[config.mk]
export PLATFORM = sky130hd
export DESIGN_NAME = mic_frame_buffer
export DESIGN_NICKNAME = d
export VERILOG_FILES = /design/src/rtl/mic_frame_buffer.sv
export SDC_FILE = /design/constraint.sdc
export NUM_CORES = 2
export LEC_CHECK = 0
export ABC_AREA = 1
export BUFFER_PORTS_ARGS = -buffer_cell sky130_fd_sc_hd__buf_4
export CORE_MARGIN = 1.5
export CORE_UTILIZATION = 42
export CTS_BUF_LIST = sky130_fd_sc_hd__clkbuf_4 sky130_fd_sc_hd__clkbuf_8 sky130_fd_sc_hd__clkbuf_16
export DETAILED_ROUTE_END_ITERATION = 8
export HOLD_SLACK_MARGIN = 0.02
export PLACE_DENSITY = 0.61
export SYNTH_ARGS = -nofsm -noshare
export SYNTH_HDL_FRONTEND = slang
export SYNTH_SLANG_ARGS = --single-unit
[constraint.sdc]
create_clock -name clk -period 5.1 [get_ports clk]
set_input_delay 0.765 -clock clk [delete_from_list [all_inputs] [get_ports clk]]
set_output_delay 0.765 -clock clk [all_outputs]
set_load 0.02 [all_outputs]
[src/rtl/mic_frame_buffer.sv]
// Snapshots all decimated mic channels on a sample strobe and serialises the
// frame through a show-ahead FIFO as a tagged valid/ready word stream.
module mic_frame_buffer #(
    parameter int NUM_CH     = 16,
    parameter int DATA_W     = 16,
    parameter int FIFO_DEPTH = 64,
    parameter int CNT_W      = 16
) (
    input  logic                         clk,
    input  logic                         rst_n,
    input  logic [NUM_CH*DATA_W-1:0]     ch_data,
    input  logic                         sample_stb,
    input  logic                         rec_en,
    output logic [DATA_W-1:0]            out_data,
    output logic [$clog2(NUM_CH)-1:0]    out_ch,
    output logic                         out_sof,
    output logic                         out_valid,
    input  logic                         out_ready,
    output logic [CNT_W-1:0]             frame_cnt,
    output logic [CNT_W-1:0]             ovf_cnt,
    output logic                         busy
);

    localparam int CH_W   = $clog2(NUM_CH);
    localparam int AW     = $clog2(FIFO_DEPTH);
    localparam int WORD_W = CH_W + DATA_W;
    localparam logic [AW:0]     DEPTH_C = (AW+1)'(FIFO_DEPTH);
    localparam logic [CH_W-1:0] LAST_CH = CH_W'(NUM_CH - 1);

    typedef enum logic {IDLE, LOAD} state_t;

    state_t                         state_q, state_d;
    logic [NUM_CH-1:0][DATA_W-1:0]  snap_q, snap_d;
    logic [CH_W-1:0]                idx_q, idx_d;
    logic [AW-1:0]                  wr_ptr_q, wr_ptr_d;
    logic [AW-1:0]                  rd_ptr_q, rd_ptr_d;
    logic [AW:0]                    count_q, count_d;
    logic [CNT_W-1:0]               frame_cnt_q, frame_cnt_d;
    logic [CNT_W-1:0]               ovf_cnt_q, ovf_cnt_d;
    logic                           out_valid_q, out_valid_d;
    logic [DATA_W-1:0]              out_data_q, out_data_d;
    logic [CH_W-1:0]                out_ch_q, out_ch_d;
    logic                           out_sof_q, out_sof_d;
    logic [WORD_W-1:0]              mem_q [FIFO_DEPTH];

    logic                           push, pop;
    logic [WORD_W-1:0]              wr_word, head;

    always_comb begin
        state_d     = state_q;
        snap_d      = snap_q;
        idx_d       = idx_q;
        frame_cnt_d = frame_cnt_q;
        ovf_cnt_d   = ovf_cnt_q;
        push        = (state_q == LOAD) && (count_q < DEPTH_C);
        pop         = out_valid_q && out_ready;
        wr_word     = {idx_q, snap_q[idx_q]};

        case (state_q)
            IDLE: begin
                if (sample_stb && rec_en) begin
                    snap_d  = ch_data;
                    idx_d   = '0;
                    state_d = LOAD;
                end
            end
            LOAD: begin
                // A strobe while a frame is still serialising is dropped, including on the final edge.
                if (sample_stb && rec_en && (ovf_cnt_q != '1))
                    ovf_cnt_d = ovf_cnt_q + CNT_W'(1);
                if (push) begin
                    idx_d = idx_q + CH_W'(1);
                    if (idx_q == LAST_CH) begin
                        state_d = IDLE;
                        if (frame_cnt_q != '1)
                            frame_cnt_d = frame_cnt_q + CNT_W'(1);
                    end
                end
            end
            default: state_d = IDLE;
        endcase
    end

    always_comb begin
        wr_ptr_d = push ? wr_ptr_q + AW'(1) : wr_ptr_q;
        rd_ptr_d = pop  ? rd_ptr_q + AW'(1) : rd_ptr_q;
        count_d  = count_q + (AW+1)'(push) - (AW+1)'(pop);

        // When the FIFO drains to empty this edge, the word being written becomes the new head.
        if (count_q == (AW+1)'(pop))
            head = wr_word;
        else
            head = mem_q[rd_ptr_d];

        out_valid_d = (count_d != '0);
        out_data_d  = head[DATA_W-1:0];
        out_ch_d    = head[WORD_W-1 -: CH_W];
        out_sof_d   = out_valid_d && (out_ch_d == '0);
    end

    always_ff @(posedge clk or negedge rst_n) begin
        if (!rst_n) begin
            state_q     <= IDLE;
            snap_q      <= '0;
            idx_q       <= '0;
            wr_ptr_q    <= '0;
            rd_ptr_q    <= '0;
            count_q     <= '0;
            frame_cnt_q <= '0;
            ovf_cnt_q   <= '0;
            out_valid_q <= 1'b0;
            out_data_q  <= '0;
            out_ch_q    <= '0;
            out_sof_q   <= 1'b0;
        end else begin
            state_q     <= state_d;
            snap_q      <= snap_d;
            idx_q       <= idx_d;
            wr_ptr_q    <= wr_ptr_d;
            rd_ptr_q    <= rd_ptr_d;
            count_q     <= count_d;
            frame_cnt_q <= frame_cnt_d;
            ovf_cnt_q   <= ovf_cnt_d;
            out_valid_q <= out_valid_d;
            out_data_q  <= out_data_d;
            out_ch_q    <= out_ch_d;
            out_sof_q   <= out_sof_d;
        end
    end

    always_ff @(posedge clk) begin
        if (push)
            mem_q[wr_ptr_q] <= wr_word;
    end

    assign out_data  = out_data_q;
    assign out_ch    = out_ch_q;
    assign out_sof   = out_sof_q;
    assign out_valid = out_valid_q;
    assign frame_cnt = frame_cnt_q;
    assign ovf_cnt   = ovf_cnt_q;
    assign busy      = (state_q != IDLE);

endmodule
==> flow_summary.ini <==
[setup_path]
end_kind = register
path_class = register to register
required_ns = 5.57
cp_slowest_cell = dfrtp_4
worstPathArrival_ns = 4.31
critPathMostFrequentCell = buf_4
reg2reg_to = mem_q[4][4]$_DFFE_PP_
cpPeakStageDelay_ns = 0.89
crit_family = buffers and inverters
r2r-start = idx_q[3]$_DFFE_PN0P_
worst-path-max-fanout = 65
reg2reg_slack_ns = 1.26
crit_chain = inv_1 -> buf_4 -> a221oi_1 -> o21ai_0 -> nand2_2 -> buf_4
r2r_cells = 6
cp_num_buf_inv = 3
critPathLaunchType = register

[logic_synthesis]
synth_top_area_share_pct = 57.9
yosys.area_share.adder_pct = 0.275
yosys_warnings = 0
synth_compound_area_share_pct = 9.55
yosysSeqAreaShare_pct = 70.5
synth_top_family_by_area = simple AND/OR/NAND/NOR gates
yosysUniqueCellTypes = 41
synth_top_cell_by_area = edfxtp_1
synth_mux_area_share_pct = 4.34
syn_nets = 5629
synth_cells = 5354
syn-cell-area_mm2 = 0.0664
syn_avg_cell_area_um2 = 12.4
synth-simple-area-share_pct = 11.3
synth-seq-cells = 1614
synth_area_leaders = edfxtp_1 58%, dfrtp_1 13%, mux2_2 4.3%
synth_xor_area_share_pct = 0.592

[pwr]
ir_worst_vdd_mv = 0.641
p_leak_nw = 28.5
pwr-share-clk_pct = 22.8
powerDensity_mw_per_mm2 = 687
seqPwrFrac_pct = 37.8
cell_internal_pwr_mw = 31.9
p_sw_share_pct = 40.1
combPwrFrac_pct = 39.4
power_switching_mw = 21.3

[placement]
place_inst = 7523
portBuffers = 315
place.gp.congestion = 0.832
dpl.hpwl_mm = 113
dp_slack_ns = 1.21
place_area_mm2 = 0.0720

[sta]
period_minus_slack_ns = 3.84
finalSetupViolCount = 0
fin_setup_tns_ns = 0
max_freq_ghz = 0.261
whs_ns = 0.176
skew_ns = 0.0510
hold_violations = 0
rsz0062_at_grt = no
fin_ws_ns = 1.26
min_period_over_period_pct = 75.2
tightest_slew_ns = 1.41
maxSlewViolCount = 0
relSlewSlack_pct = 5.32

[clock_network]
cts_root_buffer = clkbuf_16
worstSkewPairLatency_ns = 0.82
post_cts_buffers = 0
cts_tree = done
cts.clk_slew.worst_paths_ns = 0.06
cts_buffer_depth = 3
cts_sinks = 1614
cts_made_buffers = 164
htreeDepth = 4

[layout]
final_area_mm2 = 0.0775
area_delta_synth_final_pct = 16.6
final_cells = 7838
drive_gt1_share_pct = 19.3
fillers = 13400
final_nets = 5907

[grt]
grt.total_usage_pct = 23.9
grt_max_degree = 194
antenna_found_initial = 17
grt_pass1_wl_mm = 286
grt_pass1_vias = 43300
grt_overflow = 0

[drt]
wire_per_inst_um = 24.8
dr.pass1.iters = 6
ant_nets = 0
viasPerCell = 5.68
drc_errors = 0
routed_wl_mm = 194
vias = 44500
drt-initial-drc-count = 4480

[hold_path]
hold_depth = 2
hold_path.class = input pin to register
hold_end = snap_q[103]$_DFFE_PN0P_
hold_start = ch_data[103]

[die]
ios = 316
initial_core_util_pct = 42.4
rows = 145
die-width_um = 401
die-area_mm2 = 0.161
die_y_um = 401
core_mm2 = 0.157

[flow_run]
drv_cap = 0

[outcome]
status = finished clean
cell type report:
cell class	instances	area [um^2]	share of cell area (%)
Tap cell	2058	2570	3.32
Multi-Input combinational cell	3186	17800	23.0
Sequential cell	1614	46800	60.4
Timing Repair Buffer	469	4070	5.25
Clock buffer	235	4810	6.21
Antenna cell	10	25.0	0.0323
Clock inverter	69	644	0.832
Inverter	197	754	0.974
sequential cells by signal, summed over array words and instances (netlist names):
register and count:
busy 1, snap_q 256, frame_cnt 16, mem_q 1280
rd_ptr_q 6, out_valid 1, ovf_cnt 16, out_ch 4
out_data 16, wr_ptr_q 6, out_sof 1, count_q 7
idx_q 4
cell usage in the layout, fill, tap and decap left out, types with 34 or more instances in the layout:
| cell | instances |
|---|---|
| a21oi_1 | 59 |
| o22ai_1 | 92 |
| inv_1 | 192 |
| clkbuf_4 | 48 |
| dfrtp_1 | 330 |
| o21ai_0 | 525 |
| o21ai_1 | 87 |
| nand3b_1 | 44 |
| edfxtp_1 | 1280 |
| buf_12 | 43 |
| nand3_1 | 414 |
| o211ai_1 | 213 |
| o221ai_1 | 39 |
| nand2_1 | 519 |
| o21bai_1 | 34 |
| nor2_1 | 703 |
| mux2_2 | 256 |
| nor2_4 | 34 |
| clkbuf_16 | 167 |
| buf_4 | 424 |
logic make-up (layout without fill, tap and decap cells):
kind of cell,count (synthesis),after routing
compound gates,1075,1075
other cells,0,10
xor+xnor,44,44
flops,1614,1614
simple gates,1797,1797
mux,256,256
buf+inv,554,970
fa+ha+maj,14,14
per-stage QoR:
stage	utilization (%)	total power, mW
after floorplan	-	31.8
after global placement	46.0	40.8
after detailed placement	46.0	41.2
after CTS	49.5	53.2
after global routing	49.5	55.5
final	49.5	53.2
routing by layer:
metal | GRT usage (%) | up-vias | part of all wire, %
met4 | 9.01 | 16 | 3.3
li1 | - | 19900 | -
met5 | 0 | - | 0.056
met1 | 32.0 | 22400 | 41
met2 | 37.6 | 1912 | 47
met3 | 5.76 | 325 | 9.4
power by group through the flow:
stage                     logic (mW)  clock network, mW  registers, mW
after detailed placement        20.8                  0           20.4
final                           21.0               12.1           20.1
after global routing            22.6               12.7           20.3
after global placement          20.5                  0           20.3
after floorplan                 11.4                  0           20.3
after CTS                       20.9               12.2           20.1
cells in the mapped netlist:
library cell	n
xor2_1	29
nor2_2	1
mux2_2	256
nand3_2	1
edfxtp_1	1280
o211ai_1	213
o21ai_0	526
buf_4	22
nand2_1	536
xnor2_1	14
dfrtp_1	334
a21oi_1	59
nand2_2	3
nand2_4	1
nor3_2	1
o21bai_1	34
nand3_1	414
nor4_1	7
a31oi_1	4
nor3_1	6
nor3b_1	1
buf_1	18
o21ai_1	88
inv_1	192
o221ai_1	39
clkbuf_1	211
buf_2	104
xor2_2	1
buf_6	1
o22ai_1	92
ha_1	13
nand4_1	13
fa_1	1
inv_2	4
clkbuf_2	1
clkinv_1	1
a221oi_1	20
or4_1	1
nand3b_1	44
or2_2	1
nor2_1	767
worst max-delay path by stage:
stage,startpoint,to,slack [ns],depth (start not counted)
global placement,out_ready,out_data[6]$_DFF_PN0_,1.23,15
floorplan,idx_q[0]$_DFFE_PN0P_,mem_q[0][15]$_DFFE_PP_,0.89,6
detailed placement,out_ready,out_data[6]$_DFF_PN0_,1.21,15
CTS,idx_q[1]$_DFFE_PN0P_,frame_cnt[14]$_DFFE_PN0P_,1.40,9
finish,idx_q[3]$_DFFE_PN0P_,mem_q[4][4]$_DFFE_PP_,1.26,6
global route,idx_q[1]$_DFFE_PN0P_,frame_cnt[14]$_DFFE_PN0P_,1.08,9
repair_timing:
item                      CTS  global route
gates resized for setup     0             0
hold buffers                1             0
hold endpoints to repair   85             0
No activity file was read; power rests on OpenSTA's default activity.
